**src/rtl/icache_pkg.sv**
```systemverilog
// Shared types and defaults for the instruction-cache refill path.
// Refill states are one-hot so each state test is a single flop.
package icache_pkg;

   localparam int ICACHE_BLOCK_BYTES = 64;
   localparam int ICACHE_ADDR_W      = 32;
   localparam int ICACHE_WORD_W      = 64;

   typedef enum logic [4:0] {
      IDLE    = 5'b00001,
      REQUEST = 5'b00010,
      FILL    = 5'b00100,
      STREAM  = 5'b01000,
      DONE    = 5'b10000
   } refill_state_t;

   function automatic int words_per_block(input int bytes);
      return bytes / (ICACHE_WORD_W / 8);
   endfunction

endpackage

```
**src/rtl/refill_buffer.sv**
```systemverilog
// Block staging buffer: one 64-bit word per entry.
// Synchronous write, asynchronous read, no reset (contents don't-care).
module refill_buffer #(
   parameter int WORDS = 8,
   parameter int W     = 64,
   parameter int AW    = $clog2(WORDS)
) (
   input  logic          clk,
   input  logic          we,
   input  logic [AW-1:0] waddr,
   input  logic [W-1:0]  wdata,
   input  logic [AW-1:0] raddr,
   output logic [W-1:0]  rdata
);

   logic [W-1:0] mem [WORDS];

   always_ff @(posedge clk) begin
      if (we) begin
         mem[waddr] <= wdata;
      end
   end

   assign rdata = mem[raddr];

endmodule

```
**src/rtl/icache_refill_ctrl.sv**
```systemverilog
// I-cache refill engine: one block read from L2, buffered, then
// streamed to the missing set as a bubble-free grant burst.
module icache_refill_ctrl
   import icache_pkg::*;
#(
   parameter int B      = ICACHE_BLOCK_BYTES,
   parameter int ADDR_W = ICACHE_ADDR_W
) (
   input  logic              clk_i,
   input  logic              reset_i,
   input  logic              ic_miss_i,
   input  logic [ADDR_W-1:0] ic_addr_i,
   output logic              mem_req_o,
   output logic [ADDR_W-1:0] mem_addr_o,
   input  logic              mem_req_ready_i,
   input  logic              mem_rvalid_i,
   input  logic [63:0]       mem_rdata_i,
   output logic              ic_repl_grant_o,
   output logic [63:0]       rep_word_o,
   output logic              refill_busy_o
);

   localparam int WORDS = words_per_block(B);
   localparam int CW    = $clog2(WORDS);

   typedef logic [CW-1:0] cnt_t;

   localparam cnt_t LAST = cnt_t'(WORDS - 1);
   localparam logic [ADDR_W-1:0] BLK_MASK = ~ADDR_W'(B - 1);

   refill_state_t     state;
   refill_state_t     state_nxt;
   logic [ADDR_W-1:0] blk_addr;
   cnt_t              fill_cnt;
   cnt_t              str_cnt;

   logic              req;
   logic              grant;
   logic              busy;
   logic              wr_en;
   logic [63:0]       rd_data;

   always_ff @(posedge clk_i or posedge reset_i) begin
      if (reset_i) begin
         state    <= IDLE;
         blk_addr <= '0;
         fill_cnt <= '0;
         str_cnt  <= '0;
      end else begin
         state <= state_nxt;
         if (state == IDLE && ic_miss_i) begin
            blk_addr <= ic_addr_i & BLK_MASK;
         end
         // Power-of-two depth: the increment past LAST wraps to 0
         if (wr_en) begin
            fill_cnt <= fill_cnt + 1'b1;
         end
         if (grant) begin
            str_cnt <= str_cnt + 1'b1;
         end
      end
   end

   always_comb begin
      state_nxt = state;
      req       = 1'b0;
      grant     = 1'b0;
      wr_en     = 1'b0;
      busy      = 1'b1;
      unique case (state)
         IDLE: begin
            busy = 1'b0;
            if (ic_miss_i) begin
               state_nxt = REQUEST;
            end
         end
         REQUEST: begin
            req = 1'b1;
            if (mem_req_ready_i) begin
               state_nxt = FILL;
            end
         end
         FILL: begin
            wr_en = mem_rvalid_i;
            if (mem_rvalid_i && fill_cnt == LAST) begin
               state_nxt = STREAM;
            end
         end
         STREAM: begin
            grant = 1'b1;
            if (str_cnt == LAST) begin
               state_nxt = DONE;
            end
         end
         DONE: begin
            state_nxt = IDLE;
         end
         default: begin
            busy      = 1'b0;
            state_nxt = IDLE;
         end
      endcase
   end

   refill_buffer #(
      .WORDS (WORDS),
      .W     (64)
   ) u_buf (
      .clk   (clk_i),
      .we    (wr_en),
      .waddr (fill_cnt),
      .wdata (mem_rdata_i),
      .raddr (str_cnt),
      .rdata (rd_data)
   );

   // Outputs decode straight from state so reset clears them at once
   assign mem_req_o       = req;
   assign mem_addr_o      = req ? blk_addr : '0;
   assign ic_repl_grant_o = grant;
   assign rep_word_o      = grant ? rd_data : '0;
   assign refill_busy_o   = busy;

endmodule

```
**config.mk**
```make
export PLATFORM = sky130hd
export DESIGN_NAME = icache_refill_ctrl
export DESIGN_NICKNAME = d
export VERILOG_FILES = /design/src/rtl/icache_pkg.sv /design/src/rtl/refill_buffer.sv /design/src/rtl/icache_refill_ctrl.sv
export SDC_FILE = /design/constraint.sdc
export NUM_CORES = 1
export LEC_CHECK = 0
export ABC_AREA = 1
export BUFFER_PORTS_ARGS = -buffer_cell sky130_fd_sc_hd__buf_4
export CAP_MARGIN = 40
export CORE_MARGIN = 2
export CORE_UTILIZATION = 28
export DETAILED_ROUTE_END_ITERATION = 16
export HOLD_SLACK_MARGIN = 0.1
export PLACE_DENSITY = 0.43
export SYNTH_ARGS = -nofsm -noshare
export SYNTH_HDL_FRONTEND = slang
export SYNTH_SLANG_ARGS = --single-unit
```
**constraint.sdc**
```tcl
create_clock -name clk_i -period 5.5 [get_ports clk_i]
set_clock_uncertainty 0.05 [all_clocks]
set_input_delay 1.1 -clock clk_i [delete_from_list [all_inputs] [get_ports clk_i]]
set_output_delay 1.1 -clock clk_i [all_outputs]
set_load 0.005 [all_outputs]
```
==> results of run 1 <==
## sequential cells by signal, summed over array words and instances (netlist names)
name and flops:
str_cnt 3, fill_cnt 3, state 5, blk_addr 26, u_buf.mem 512
## power groups by stage
stage,clock network [mW],registers (mW),logic [mW]
floorplan,0,4.88,1.84
global placement,0,4.95,2.44
detailed placement,0,4.95,2.52
CTS,3.94,4.86,2.53
global route,4.12,4.88,2.87
finish,3.81,4.86,2.46
## layout by cell type (no fill, tap or decap), types with 2 or more instances in the layout
master                      synthesis  final
sky130_fd_sc_hd__inv_8              0      2
sky130_fd_sc_hd__buf_6             15      2
sky130_fd_sc_hd__o21ai_0          213    213
sky130_fd_sc_hd__edfxtp_1         512    512
sky130_fd_sc_hd__clkbuf_16          0     63
sky130_fd_sc_hd__nand3_1           68     68
sky130_fd_sc_hd__buf_12             0     13
sky130_fd_sc_hd__dfrtp_4            0      3
sky130_fd_sc_hd__buf_4             10    205
sky130_fd_sc_hd__clkbuf_1          51     15
sky130_fd_sc_hd__nand2_1          107    107
sky130_fd_sc_hd__ha_1               4      4
sky130_fd_sc_hd__clkinv_1           0     23
sky130_fd_sc_hd__buf_16             0      3
sky130_fd_sc_hd__nor2_1           609    609
sky130_fd_sc_hd__bufinv_16          0      3
sky130_fd_sc_hd__conb_1             1      6
sky130_fd_sc_hd__o21ai_1          138    138
sky130_fd_sc_hd__inv_1             42     41
sky130_fd_sc_hd__dfrtp_1           36     33
sky130_fd_sc_hd__nor3_2             0      7
sky130_fd_sc_hd__nand4_1            6      6
sky130_fd_sc_hd__clkinv_2           0      8
## cell type report
class	instances	area (um^2)
Fill cell	7727	51100
Sequential cell	549	16300
Multi-Input combinational cell	1164	5020
Timing Repair Buffer	223	1900
Clock buffer	78	1630
Tap cell	1040	1300
Clock inverter	36	240
Inverter	44	174
## metal layers
metal / routed length, um / GRT usage / part of all wire / up-vias
met5: 27 / 0 / 0.00047 / -
met4: 1080 / 0.0330 / 0.019 / 4
met3: 2070 / 0.0225 / 0.036 / 74
met2: 28400 / 0.238 / 0.50 / 216
met1: 25700 / 0.185 / 0.45 / 6751
li1: - / - / - / 6838
## kinds of logic after synthesis
kind of cell | synth area share
and+or+nand+nor | 0.142
buffers and inverters | 0.0366
DFF | 0.739
AOI/OAI and AO/OA | 0.0796
xor gates and xnor gates | 0.000397
adders and majority gates | 0.00227
other | 0.000170
## worst reg2reg max path, cell delays in order (launching register included)
cell and delay (ps):
sky130_fd_sc_hd__dfrtp_1 410, sky130_fd_sc_hd__nor2_4 180, sky130_fd_sc_hd__nand3_1 200, sky130_fd_sc_hd__nor2_1 320, sky130_fd_sc_hd__nand2_1 260, sky130_fd_sc_hd__nor3_2 210, sky130_fd_sc_hd__buf_4 440, sky130_fd_sc_hd__buf_12 280
## final timing paths
kind	from	end	slack (ps)	cells after the start
max	str_cnt[0]$_DFFE_PP0N_	rep_word_o[52]	1110	8
min	blk_addr[10]$_DFFE_PP0P_	blk_addr[10]$_DFFE_PP0P_	490	2
max reg2reg	state[1]$_DFFE_PP0P_	u_buf.mem[2][41]$_DFFE_PP_	2800	7
min reg2reg	blk_addr[10]$_DFFE_PP0P_	blk_addr[10]$_DFFE_PP0P_	490	2
max in group asynchronous	reset_i	str_cnt[0]$_DFFE_PP0N_	4440	3
min in group asynchronous	reset_i	blk_addr[18]$_DFFE_PP0P_	580	3
## per-stage QoR
stage | instances | util | setup TNS [ps] | worst slack, ps
floorplan | 1876 | - | -442640 | -989
global placement | 3011 | 0.316 | 0 | 1520
detailed placement | 3020 | 0.318 | 0 | 1690
CTS | 3134 | 0.342 | 0 | 1000
global route | 3134 | 0.342 | 0 | 812
finish | 3134 | 0.342 | 0 | 1110
==> reports/metrics.sh, run 1 <==
SYN-INSTANCE-COUNT=1871
DESIGN.FINAL.NETS=2148
SYNTH_SEQ_AREA_SHARE=0.739
DIE_H_UM=285
VIA_COUNT=13900
CTS_RESIZED=0
CRITICAL_PATH.SLOWEST_CELL='sky130_fd_sc_hd__dfrtp_4'
SYNTH.CELLS.MOST_FREQUENT='sky130_fd_sc_hd__nor2_1 (609), sky130_fd_sc_hd__edfxtp_1 (512), sky130_fd_sc_hd__o21ai_0 (213), sky130_fd_sc_hd__o21ai_1 (138), sky130_fd_sc_hd__nand2_1 (107)'
DRT_DRC_VIOLATIONS_LEFT=0
YS_DOMINANT_REG_CELL='sky130_fd_sc_hd__edfxtp_1'
CLK_PATH_BUF_DEPTH=3
P_LEAK_nW=9.22
TOTAL_TRACK_USAGE=0.139
ROUTE.ANTENNA.REMAINING_NETS=0
HTREE_NUM_LEVELS=2
CP_MAX_FO=127
PERIOD_SHARE=0.799
PROPORTION_OF_SYNTHESIZED_FLIP_FLOPS_HAVING_ASYNCHRONOUS_SET_OR_RESET=0.0674
SYNTH.DISTINCT_CELLS=24
MAXCAPVIOLCOUNT=0
CTS_TREE='built'
SYNTH_MOST_COMMON_CELL='sky130_fd_sc_hd__nor2_1'
TIGHTEST_SLEW_PS=962
FINAL-SETUP-VIOL-COUNT=0
CLOCK_EDGE_TRANSITION_AT_THE_REGISTERS_ON_THE_REPORTED_SETUP_AND_HOLD_PATHS_PS=50
FINAL_CELL_AREA_UM2=26600
STATUS='finished, final reports clean'
SYNTH_ENABLE_FLOP_CELLS=512
WORSTPATHREQUIRED_PS=4350
IO_BUFFERS=187
POWER.INTERNAL_mW=7.78
TIMING.FINAL.HOLD_VIOLATIONS=0
YS_FF_LATCH=549
HP-CLASS='register to register'
SYNTH_TOP_AREA_CELL='sky130_fd_sc_hd__edfxtp_1'
INITIAL_UTILIZATION=0.284
TIMING.CRITICAL_PATH.SLOWEST_CELL_DELAY_PS=730
ROWS=102
FINALWEIGHTEDCONGESTION=0.700
AVGROUTEDWIREPERCELL_UM=18.3
YOSYSWARNINGS=0
DRIVE_GT1_FRAC=0.151
POST_SYNTH_MAIN_AREA_CONTRIBUTORS='sky130_fd_sc_hd__edfxtp_1 (70%), sky130_fd_sc_hd__nor2_1 (10%), sky130_fd_sc_hd__o21ai_0 (4.8%), sky130_fd_sc_hd__dfrtp_1 (4.1%), sky130_fd_sc_hd__o21ai_1 (3.1%)'
GRT_START_MAX_NET_PINS=194
PWR-SHARE-SEQ=0.437
INITIALDRTVIOLATIONCOUNT=795
VDD.IR_DROP.WORST_mV=0.391
VIAS_IN_THE_FIRST_GLOBAL_ROUTE=13500
PLACEABLECOREAREA_UM2=77700
POWER.CLOCK.FRACTION=0.342
TRITONCTS_BUFFER_COUNT=61
PATH_CELLS='inv_8 > buf_16 > buf_4 > o21ai_0 > o21ai_1 > nor2_1 > nor2_1 > buf_4'
TOTAL_SWITCHING_POWER_mW=3.35
POWER.SHARE.SWITCHING=0.301
PATH_BUF_INV=4
GLOBALROUTE.TOTALOVERFLOW=0
TIMING.MAX_SLEW.REL_SLACK=0.359
WORSTSETUPPATHTYPE='register to output port'
FINAL_SLEW_VIOL_COUNT=0
CLK_LATENCY_PS=600
TIMING.CRITICAL_PATH.MAX_DELAY_FAMILY='buffers and inverters'
RSZ0062_AT_GRT='false'
POSTSYNTHAREAPERCELL_UM2=11.8
DP.FINAL_HPWL_MM=29.9
STARTPOINT_TYPE='register'
DIEAREA_UM2=81100
POSTCTSHOLDBUFS=0
CTS_SETUP_BUFFERS=0
POWER.COMBINATIONAL.FRACTION=0.221
PLACED_CELL_AREA_UM2=24700
NUMCLOCKSINKS=549
ANTENNA_CELLS=0
CRITPATHARRIVALTIME_PS=3240
NUMBER_OF_ANTENNA_VIOLATIONS_AT_THE_FIRST_CHECK_IN_GLOBAL_ROUTING=2
DETAIL_ROUTE.WIRELENGTH_MM=57.2
DESIGN_POWER_TOTAL_mW=11.1
DETAILEDROUTE.FIRSTPASSITERATIONCOUNT=5
IOS=200
MAPPEDNETLISTAREA_UM2=22100
CLOCK.FMAX_MHz=228
CLOCK-ROOT-BUFFER='sky130_fd_sc_hd__clkbuf_16'
SYNTH_TOP_AREA_SHARE=0.697
WORST_SETUP_PATH_END_KIND='output port'
FINALWORSTPATHREQUIREDPERIOD_PS=4390
POWER_DENSITY_nW_PER_UM2=419
FINAL.HOLD.WORST_SLACK_PS=491
DIEWIDTH_UM=285
AVGVIACOUNTPERCELL=4.43
WIRE_LENGTH_OF_THE_FIRST_GLOBAL_ROUTING_PASS_MM=86.6
AREA_GROWTH_PCT=20.5
Note: power is estimated with default switching activity, not from simulation.
==> run 2, diff against run 1 <==
--- a/config.mk
+++ b/config.mk
@@ -5,14 +5,14 @@
 export SDC_FILE = /design/constraint.sdc
 export NUM_CORES = 1
 export LEC_CHECK = 0
-export ABC_AREA = 1
+export ABC_AREA = 0
 export BUFFER_PORTS_ARGS = -buffer_cell sky130_fd_sc_hd__buf_4
 export CAP_MARGIN = 40
 export CORE_MARGIN = 2
 export CORE_UTILIZATION = 28
 export DETAILED_ROUTE_END_ITERATION = 16
 export HOLD_SLACK_MARGIN = 0.1
-export PLACE_DENSITY = 0.43
+export PLACE_DENSITY = 0.42
 export SYNTH_ARGS = -nofsm -noshare
 export SYNTH_HDL_FRONTEND = slang
 export SYNTH_SLANG_ARGS = --single-unit
==> constraint.sdc (replaced) <==
create_clock -name clk_i -period 4.6 [get_ports clk_i]
set_clock_uncertainty 0.05 [all_clocks]
set_input_delay 0.92 -clock clk_i [delete_from_list [all_inputs] [get_ports clk_i]]
set_output_delay 0.92 -clock clk_i [all_outputs]
set_load 0.005 [all_outputs]
==> reports/metrics.sh, run 2 <==
FINAL.FILL_COUNT=6993
CP_MAX_FO=26
AREA_GROWTH_PCT=23.0
YS_DOMINANT_REG_CELL='sky130_fd_sc_hd__edfxtp_1'
POWER.INTERNAL_mW=8.85
PLACEABLECOREAREA_UM2=74200
FF2FF_SETUP_SLACK_PS=1620
ANTENNA_CELLS=0
GRT_START_MAX_NET_PINS=65
TIMING.FINAL.HOLD_VIOLATIONS=0
FINAL-SETUP-VIOL-COUNT=0
CLK_LATENCY_PS=590
FINALWEIGHTEDCONGESTION=0.677
RSZ0062_AT_GRT='false'
SYNTH.CELLS.MOST_FREQUENT='sky130_fd_sc_hd__edfxtp_1 (512), sky130_fd_sc_hd__mux4_2 (128), sky130_fd_sc_hd__a22o_1 (64), sky130_fd_sc_hd__dfrtp_1 (36), sky130_fd_sc_hd__mux2_1 (30)'
SYNTH_MOST_COMMON_CELL='sky130_fd_sc_hd__edfxtp_1'
INITIAL_UTILIZATION=0.282
LARGESTREGISTERS='u_buf.mem: 512 flops, blk_addr: 26 flops, state: 5 flops'
DIE_H_UM=277
WORSTPATHREQUIRED_PS=3630
CTS_SETUP_BUFFERS=0
POSTSYNTHAREAPERCELL_UM2=23.1
TIMING.MAX_SLEW.REL_SLACK=0.454
POWER_DENSITY_nW_PER_UM2=435
IOS=200
DRIVE_GT1_FRAC=0.382
ROUTE.ANTENNA.REMAINING_NETS=0
YOSYSWARNINGS=0
SYNTH_TOP_AREA_SHARE=0.736
POSTCTSHOLDBUFS=0
VIAS_IN_THE_FIRST_GLOBAL_ROUTE=10900
VIA_COUNT=9804
AVGVIACOUNTPERCELL=4.56
VDD.IR_DROP.WORST_mV=0.204
DIEWIDTH_UM=277
DESIGN_POWER_TOTAL_mW=11.2
MULTI_INPUT_AREA_UM2=4370
TOTAL_TRACK_USAGE=0.133
CLK_PATH_BUF_DEPTH=3
CLOCK.FMAX_MHz=274
CRITPATHARRIVALTIME_PS=2680
HP-CLASS='register to register'
CTS_TREE='built'
IO_BUFFERS=187
CTS_RESIZED=0
YS_FF_LATCH=549
TOTAL_SWITCHING_POWER_mW=2.32
INITIALDRTVIOLATIONCOUNT=613
MAPPEDNETLISTAREA_UM2=20900
FINALWORSTPATHREQUIREDPERIOD_PS=3650
SETUP_TNS_PS=0
HTREE_NUM_LEVELS=3
POWER.COMBINATIONAL.FRACTION=0.050
FINAL_SLEW_VIOL_COUNT=0
TRITONCTS_BUFFER_COUNT=66
STATUS='finished, final reports clean'
PERIOD_SHARE=0.795
WORST_SETUP_PATH_END_KIND='output port'
DRT_DRC_VIOLATIONS_LEFT=0
WIRE_LENGTH_OF_THE_FIRST_GLOBAL_ROUTING_PASS_MM=74.4
DETAIL_ROUTE.WIRELENGTH_MM=50.3
SYNTH_TOP_AREA_CELL='sky130_fd_sc_hd__edfxtp_1'
AVGROUTEDWIREPERCELL_UM=23.4
DP.FINAL_HPWL_MM=26.4
FINAL.HOLD.WORST_SLACK_PS=425
LAYOUT.AREA.SEQ_UM2=16300
LARGEST-REGISTER='u_buf.mem'
DESIGN.FINAL.NETS=1241
SYNTH_SEQ_AREA_SHARE=0.780
GLOBALROUTE.TOTALOVERFLOW=0
DETAILEDROUTE.FIRSTPASSITERATIONCOUNT=4
LEADING_CELL_TYPES_IN_THE_LAYOUT_FILL_AND_TAPS_EXCLUDED='sky130_fd_sc_hd__edfxtp_1 (512), sky130_fd_sc_hd__buf_4 (202), sky130_fd_sc_hd__mux4_2 (128)'
POWER.SHARE.SWITCHING=0.208
NUMBER_OF_ANTENNA_VIOLATIONS_AT_THE_FIRST_CHECK_IN_GLOBAL_ROUTING=1
SYNTH_ENABLE_FLOP_CELLS=512
P_LEAK_nW=8.48
PWR-SHARE-SEQ=0.509
CLOCK-ROOT-BUFFER='sky130_fd_sc_hd__clkbuf_16'
TIGHTEST_SLEW_PS=819
NUMBER_OF_FLIP_FLOPS_IN_THE_LARGEST_REGISTER=512
STARTPOINT_TYPE='register'
CLOCK_EDGE_TRANSITION_AT_THE_REGISTERS_ON_THE_REPORTED_SETUP_AND_HOLD_PATHS_PS=50
SYNTH.DISTINCT_CELLS=39
SYN-INSTANCE-COUNT=904
WORSTSETUPPATHTYPE='register to output port'
LAYOUT_COMMONEST_CELL='sky130_fd_sc_hd__edfxtp_1'
ROWS=100
MAXCAPVIOLCOUNT=0
NUMCLOCKSINKS=549
PROPORTION_OF_SYNTHESIZED_FLIP_FLOPS_HAVING_ASYNCHRONOUS_SET_OR_RESET=0.0674
POWER.CLOCK.FRACTION=0.441
DIEAREA_UM2=76900
POST_SYNTH_MAIN_AREA_CONTRIBUTORS='sky130_fd_sc_hd__edfxtp_1 (74%), sky130_fd_sc_hd__mux4_2 (14%), sky130_fd_sc_hd__dfrtp_1 (4.3%), sky130_fd_sc_hd__a22o_1 (2.7%), sky130_fd_sc_hd__mux2_1 (1.6%)'
run 2: final cells by class:
| cell class | instances | share of cell area |
|---|---|---|
| Sequential cell | 549 | 0.635 |
| Multi-Input combinational cell | 300 | 0.170 |
| Clock buffer | 88 | 0.0716 |
| Timing Repair Buffer | 213 | 0.0676 |
| Tap cell | 969 | 0.0472 |
| Clock inverter | 26 | 0.00832 |
| Inverter | 6 | 0.000876 |
run 2: final timing paths:
path | cells after the start | to | startpoint
worst max register to register | 4 | u_buf.mem[5][2]$_DFFE_PP_ | state[4]$_DFFE_PP0P_
min in group asynchronous | 2 | blk_addr[8]$_DFFE_PP0P_ | reset_i
worst max-delay path | 4 | rep_word_o[5] | str_cnt[0]$_DFFE_PP0N_
max in group asynchronous | 3 | state[0]$_DFFE_PP1P_ | reset_i
worst min-delay path | 1 | blk_addr[21]$_DFFE_PP0P_ | blk_addr[21]$_DFFE_PP0P_
worst min register to register | 1 | blk_addr[21]$_DFFE_PP0P_ | blk_addr[21]$_DFFE_PP0P_
run 2: cell families (layout without fill, tap and decap cells):
| group | count (synthesis) | in the layout | share of synthesized area |
|---|---|---|---|
| other cells | 1 | 6 | 0.000179 |
| buf+inv | 60 | 333 | 0.0156 |
| simple gates | 58 | 58 | 0.0175 |
| mux | 158 | 158 | 0.154 |
| compound gates | 71 | 71 | 0.0291 |
| flops | 549 | 549 | 0.780 |
| xor+xnor | 3 | 3 | 0.00126 |
| fa+ha+maj | 4 | 4 | 0.00239 |
run 2: metrics by stage:
stage	cell area [um^2]	utilization	worst slack, ps	instances
after floorplan	20900	-	251	909
after global placement	23600	0.319	1450	2037
after detailed placement	23600	0.319	1480	2037
after CTS	25700	0.346	815	2151
after global routing	25700	0.346	745	2151
final	25700	0.346	945	2151
run 2: worst max-delay path, stage by stage (launching register included):
cell	delay, ps
sky130_fd_sc_hd__dfrtp_4	540
sky130_fd_sc_hd__buf_4	520
sky130_fd_sc_hd__mux4_2	580
sky130_fd_sc_hd__a22o_1	280
sky130_fd_sc_hd__buf_4	170
run 2: power groups by stage:
| stage | logic [mW] | registers (mW) | clock network [mW] |
|---|---|---|---|
| after detailed placement | 0.566 | 5.79 | 0 |
| after global placement | 0.553 | 5.78 | 0 |
| after global routing | 0.613 | 5.70 | 5.29 |
| after CTS | 0.568 | 5.69 | 5.12 |
| after floorplan | 0.302 | 5.77 | 0 |
| final | 0.555 | 5.69 | 4.93 |
run 2: layer usage:
| metal | wire length [um] | up-vias | GRT usage |
|---|---|---|---|
| li1 | - | 4300 | - |
| met1 | 22100 | 5245 | 0.173 |
| met2 | 24900 | 169 | 0.221 |
| met3 | 2070 | 88 | 0.0294 |
| met4 | 1200 | 2 | 0.0406 |
| met5 | 13 | - | 0 |
==> run 3, diff against run 2 <==
--- a/config.mk
+++ b/config.mk
@@ -12,7 +12,7 @@
 export CORE_UTILIZATION = 28
 export DETAILED_ROUTE_END_ITERATION = 16
 export HOLD_SLACK_MARGIN = 0.1
-export PLACE_DENSITY = 0.42
+export PLACE_DENSITY = 0.43
 export SYNTH_ARGS = -nofsm -noshare
 export SYNTH_HDL_FRONTEND = slang
 export SYNTH_SLANG_ARGS = --single-unit
==> constraint.sdc (replaced) <==
create_clock -name clk_i -period 3.3 [get_ports clk_i]
set_clock_uncertainty 0.05 [all_clocks]
set_input_delay 0.66 -clock clk_i [delete_from_list [all_inputs] [get_ports clk_i]]
set_output_delay 0.66 -clock clk_i [all_outputs]
set_load 0.005 [all_outputs]
==> reports/metrics.sh, run 3 (synthesized netlist as in run 2, its figures left out) <==
STATUS='finished, final reports clean'
PATH_BUF_INV=3
FINAL_SLEW_VIOL_COUNT=0
ROUTE.ANTENNA.REMAINING_NETS=0
P_LEAK_nW=8.66
LAYOUT.AREA.SEQ_UM2=16300
VIA_COUNT=10000
NUMBER_OF_ANTENNA_VIOLATIONS_AT_THE_FIRST_CHECK_IN_GLOBAL_ROUTING=2
TIMING.MAX_SLEW.REL_SLACK=0.535
DETAIL_ROUTE.WIRELENGTH_MM=52.2
PLACEABLECOREAREA_UM2=74200
HTREE_NUM_LEVELS=2
FINALWEIGHTEDCONGESTION=0.685
WORST_SETUP_PATH_END_KIND='output port'
DESIGN.FINAL.NETS=1266
FINAL-SETUP-VIOL-COUNT=0
STARTPOINT_TYPE='register'
DRT_DRC_VIOLATIONS_LEFT=0
AVGVIACOUNTPERCELL=4.59
TIMING.FINAL.HOLD_VIOLATIONS=0
DIEWIDTH_UM=277
AVGROUTEDWIREPERCELL_UM=24.0
VIAS_IN_THE_FIRST_GLOBAL_ROUTE=10900
GRT_START_MAX_NET_PINS=59
POSTLAYOUTCOREUTIL=0.352
MAXCAPVIOLCOUNT=0
R2R_START='state[4]$_DFFE_PP0P_'
IOS=200
HOLD_PATH_END='blk_addr[26]$_DFFE_PP0P_'
MULTI_INPUT_AREA_UM2=4380
REGTOREGENDPOINT='u_buf.mem[7][42]$_DFFE_PP_'
ROWS=100
REG2REG_DEPTH=4
ANTENNA_CELLS=0
DETAILEDROUTE.FIRSTPASSITERATIONCOUNT=4
VDD.IR_DROP.WORST_mV=0.376
POWER_DENSITY_nW_PER_UM2=584
DP.FINAL_HPWL_MM=29.1
CRITPATHARRIVALTIME_PS=2520
CLK_PATH_BUF_DEPTH=3
DIE_H_UM=277
HP-CLASS='input port to register'
NUMBER_OF_FLIP_FLOPS_IN_THE_LARGEST_REGISTER=512
DIEAREA_UM2=76900
CRITICAL_PATH.MOST_COMMON_CELL='sky130_fd_sc_hd__buf_4'
INITIAL_UTILIZATION=0.282
CP_NUM_CELLS=6
WORSTSETUPPATHTYPE='register to output port'
AREA_GROWTH_PCT=24.8
PATH_CELLS='or3b_4 > nor3_4 > buf_4 > buf_12 > a22o_1 > buf_4'
TIMING.CRITICAL_PATH.MAX_DELAY_FAMILY='simple AND/OR/NAND/NOR gates'
INSTANCES_NO_FILL=2180
CP-STARTPOINT='state[4]$_DFFE_PP0P_'
CP_MAX_FO=25
DRIVE_GT1_FRAC=0.390
INITIALDRTVIOLATIONCOUNT=725
FINAL.FILL_COUNT=6920
CLOCK.FMAX_MHz=310
PERIOD_SHARE=0.978
LEADING_CELL_TYPES_IN_THE_LAYOUT_FILL_AND_TAPS_EXCLUDED='sky130_fd_sc_hd__edfxtp_1 (512), sky130_fd_sc_hd__buf_4 (212), sky130_fd_sc_hd__mux4_2 (128)'
WIRE_LENGTH_OF_THE_FIRST_GLOBAL_ROUTING_PASS_MM=75.4
CRITICAL_PATH.SLOWEST_CELL='sky130_fd_sc_hd__or3b_4'
WORSTPATHREQUIRED_PS=2590
CLK_LATENCY_PS=610
LAYOUT_COMMONEST_CELL='sky130_fd_sc_hd__edfxtp_1'
TIMING.CRITICAL_PATH.SLOWEST_CELL_DELAY_PS=450
TRITONCTS_BUFFER_COUNT=59
LARGESTREGISTERS='u_buf.mem: 512 flops, blk_addr: 26 flops, state: 5 flops'
NUMCLOCKSINKS=549
CLOCK_EDGE_TRANSITION_AT_THE_REGISTERS_ON_THE_REPORTED_SETUP_AND_HOLD_PATHS_PS=60
DP_CELLS=2057
GLOBALROUTE.TOTALOVERFLOW=0
CTS_TREE='built'
MIN_PATH_CELLS=2
FF2FF_SETUP_SLACK_PS=620
LARGEST-REGISTER='u_buf.mem'
CLOCK-ROOT-BUFFER='sky130_fd_sc_hd__clkbuf_16'
RSZ0062_AT_GRT='true'
WORST_HOLD_STARTPOINT='ic_addr_i[26]'
IO_BUFFERS=187
FINAL.HOLD.WORST_SLACK_PS=216
TIGHTEST_SLEW_PS=696
TOTAL_TRACK_USAGE=0.134
FINALWORSTPATHREQUIREDPERIOD_PS=3230
[run 3: cell types whose count changed in the layout (fill, tap and decap cells not counted), moves of 2 or more]
cell,delta
sky130_fd_sc_hd__buf_6,+3
sky130_fd_sc_hd__clkbuf_16,-9
sky130_fd_sc_hd__buf_4,+10
sky130_fd_sc_hd__clkinv_1,+13
sky130_fd_sc_hd__clkinvlp_4,-3
sky130_fd_sc_hd__clkbuf_1,-4
sky130_fd_sc_hd__clkinv_2,-3
sky130_fd_sc_hd__buf_16,+2
sky130_fd_sc_hd__buf_12,+13
sky130_fd_sc_hd__bufinv_16,+4
[run 3: final cells by class]
| cell class | instances | share of cell area |
|---|---|---|
| flip-flops and latches | 549 | 0.625 |
| multi-input cells | 300 | 0.168 |
| repair buffers | 245 | 0.0864 |
| clock buffers | 73 | 0.0594 |
| well taps | 969 | 0.0465 |
| clock inverters | 38 | 0.0139 |
| inverters | 6 | 0.000863 |
[run 3: repair_timing]
| item | in CTS | in global routing |
|---|---|---|
| hold buffers | 1 | 0 |
| setup buffers | 4 | 4 |
| gates resized for setup | 2 | 4 |
| endpoints found under the hold margin | 4 | 0 |
| gates cloned | 1 | 2 |
| endpoints found under the setup margin | 51 | 6 |
| pin swaps | 0 | 2 |
[run 3: power breakdown]
group / internal [mW] / total [mW] / switching (mW) / leakage (nW)
registers: 7.82 / 7.93 / 0.108 / 5.05
clock network: 3.86 / 6.54 / 2.68 / 0.928
logic: 0.373 / 0.775 / 0.403 / 2.68
total: 12.1 / 15.2 / 3.19 / 8.66
[run 3: how the worst max path moves through the flow]
stage,to,slack [ps]
2_1_floorplan,u_buf.mem[2][0]$_DFFE_PP_,-900
3_3_place_gp,rep_word_o[60],530
3_5_place_dp,rep_word_o[11],540
4_1_cts,rep_word_o[16],6
5_1_grt,rep_word_o[3],-10
6_report,rep_word_o[48],70
[run 3: per-stage QoR]
stage | setup TNS [ps] | setup WS, ps | power [mW] | cell area, um^2
2_1_floorplan | -426500 | -897 | 8.46 | 20900
3_3_place_gp | 0 | 530 | 8.83 | 24000
3_5_place_dp | 0 | 539 | 8.86 | 24000
4_1_cts | 0 | 5.61 | 15.5 | 26000
5_1_grt | -51.4 | -12.0 | 15.8 | 26100
6_report | 0 | 72.8 | 15.2 | 26100
[run 3: worst reg2reg max path: stages, from the launching register on]
cell and delay [ps]:
sky130_fd_sc_hd__dfrtp_1 430, sky130_fd_sc_hd__nor3_2 420, sky130_fd_sc_hd__nand4_1 480, sky130_fd_sc_hd__nor2_4 670, sky130_fd_sc_hd__buf_12 300
[run 3: layer usage]
layer | GRT usage | routed length [um] | vias up
li1 | - | - | 4370
met1 | 0.167 | 22000 | 5392
met2 | 0.238 | 27100 | 172
met3 | 0.0255 | 2050 | 72
met4 | 0.0358 | 1010 | 4
met5 | 0 | 25 | -
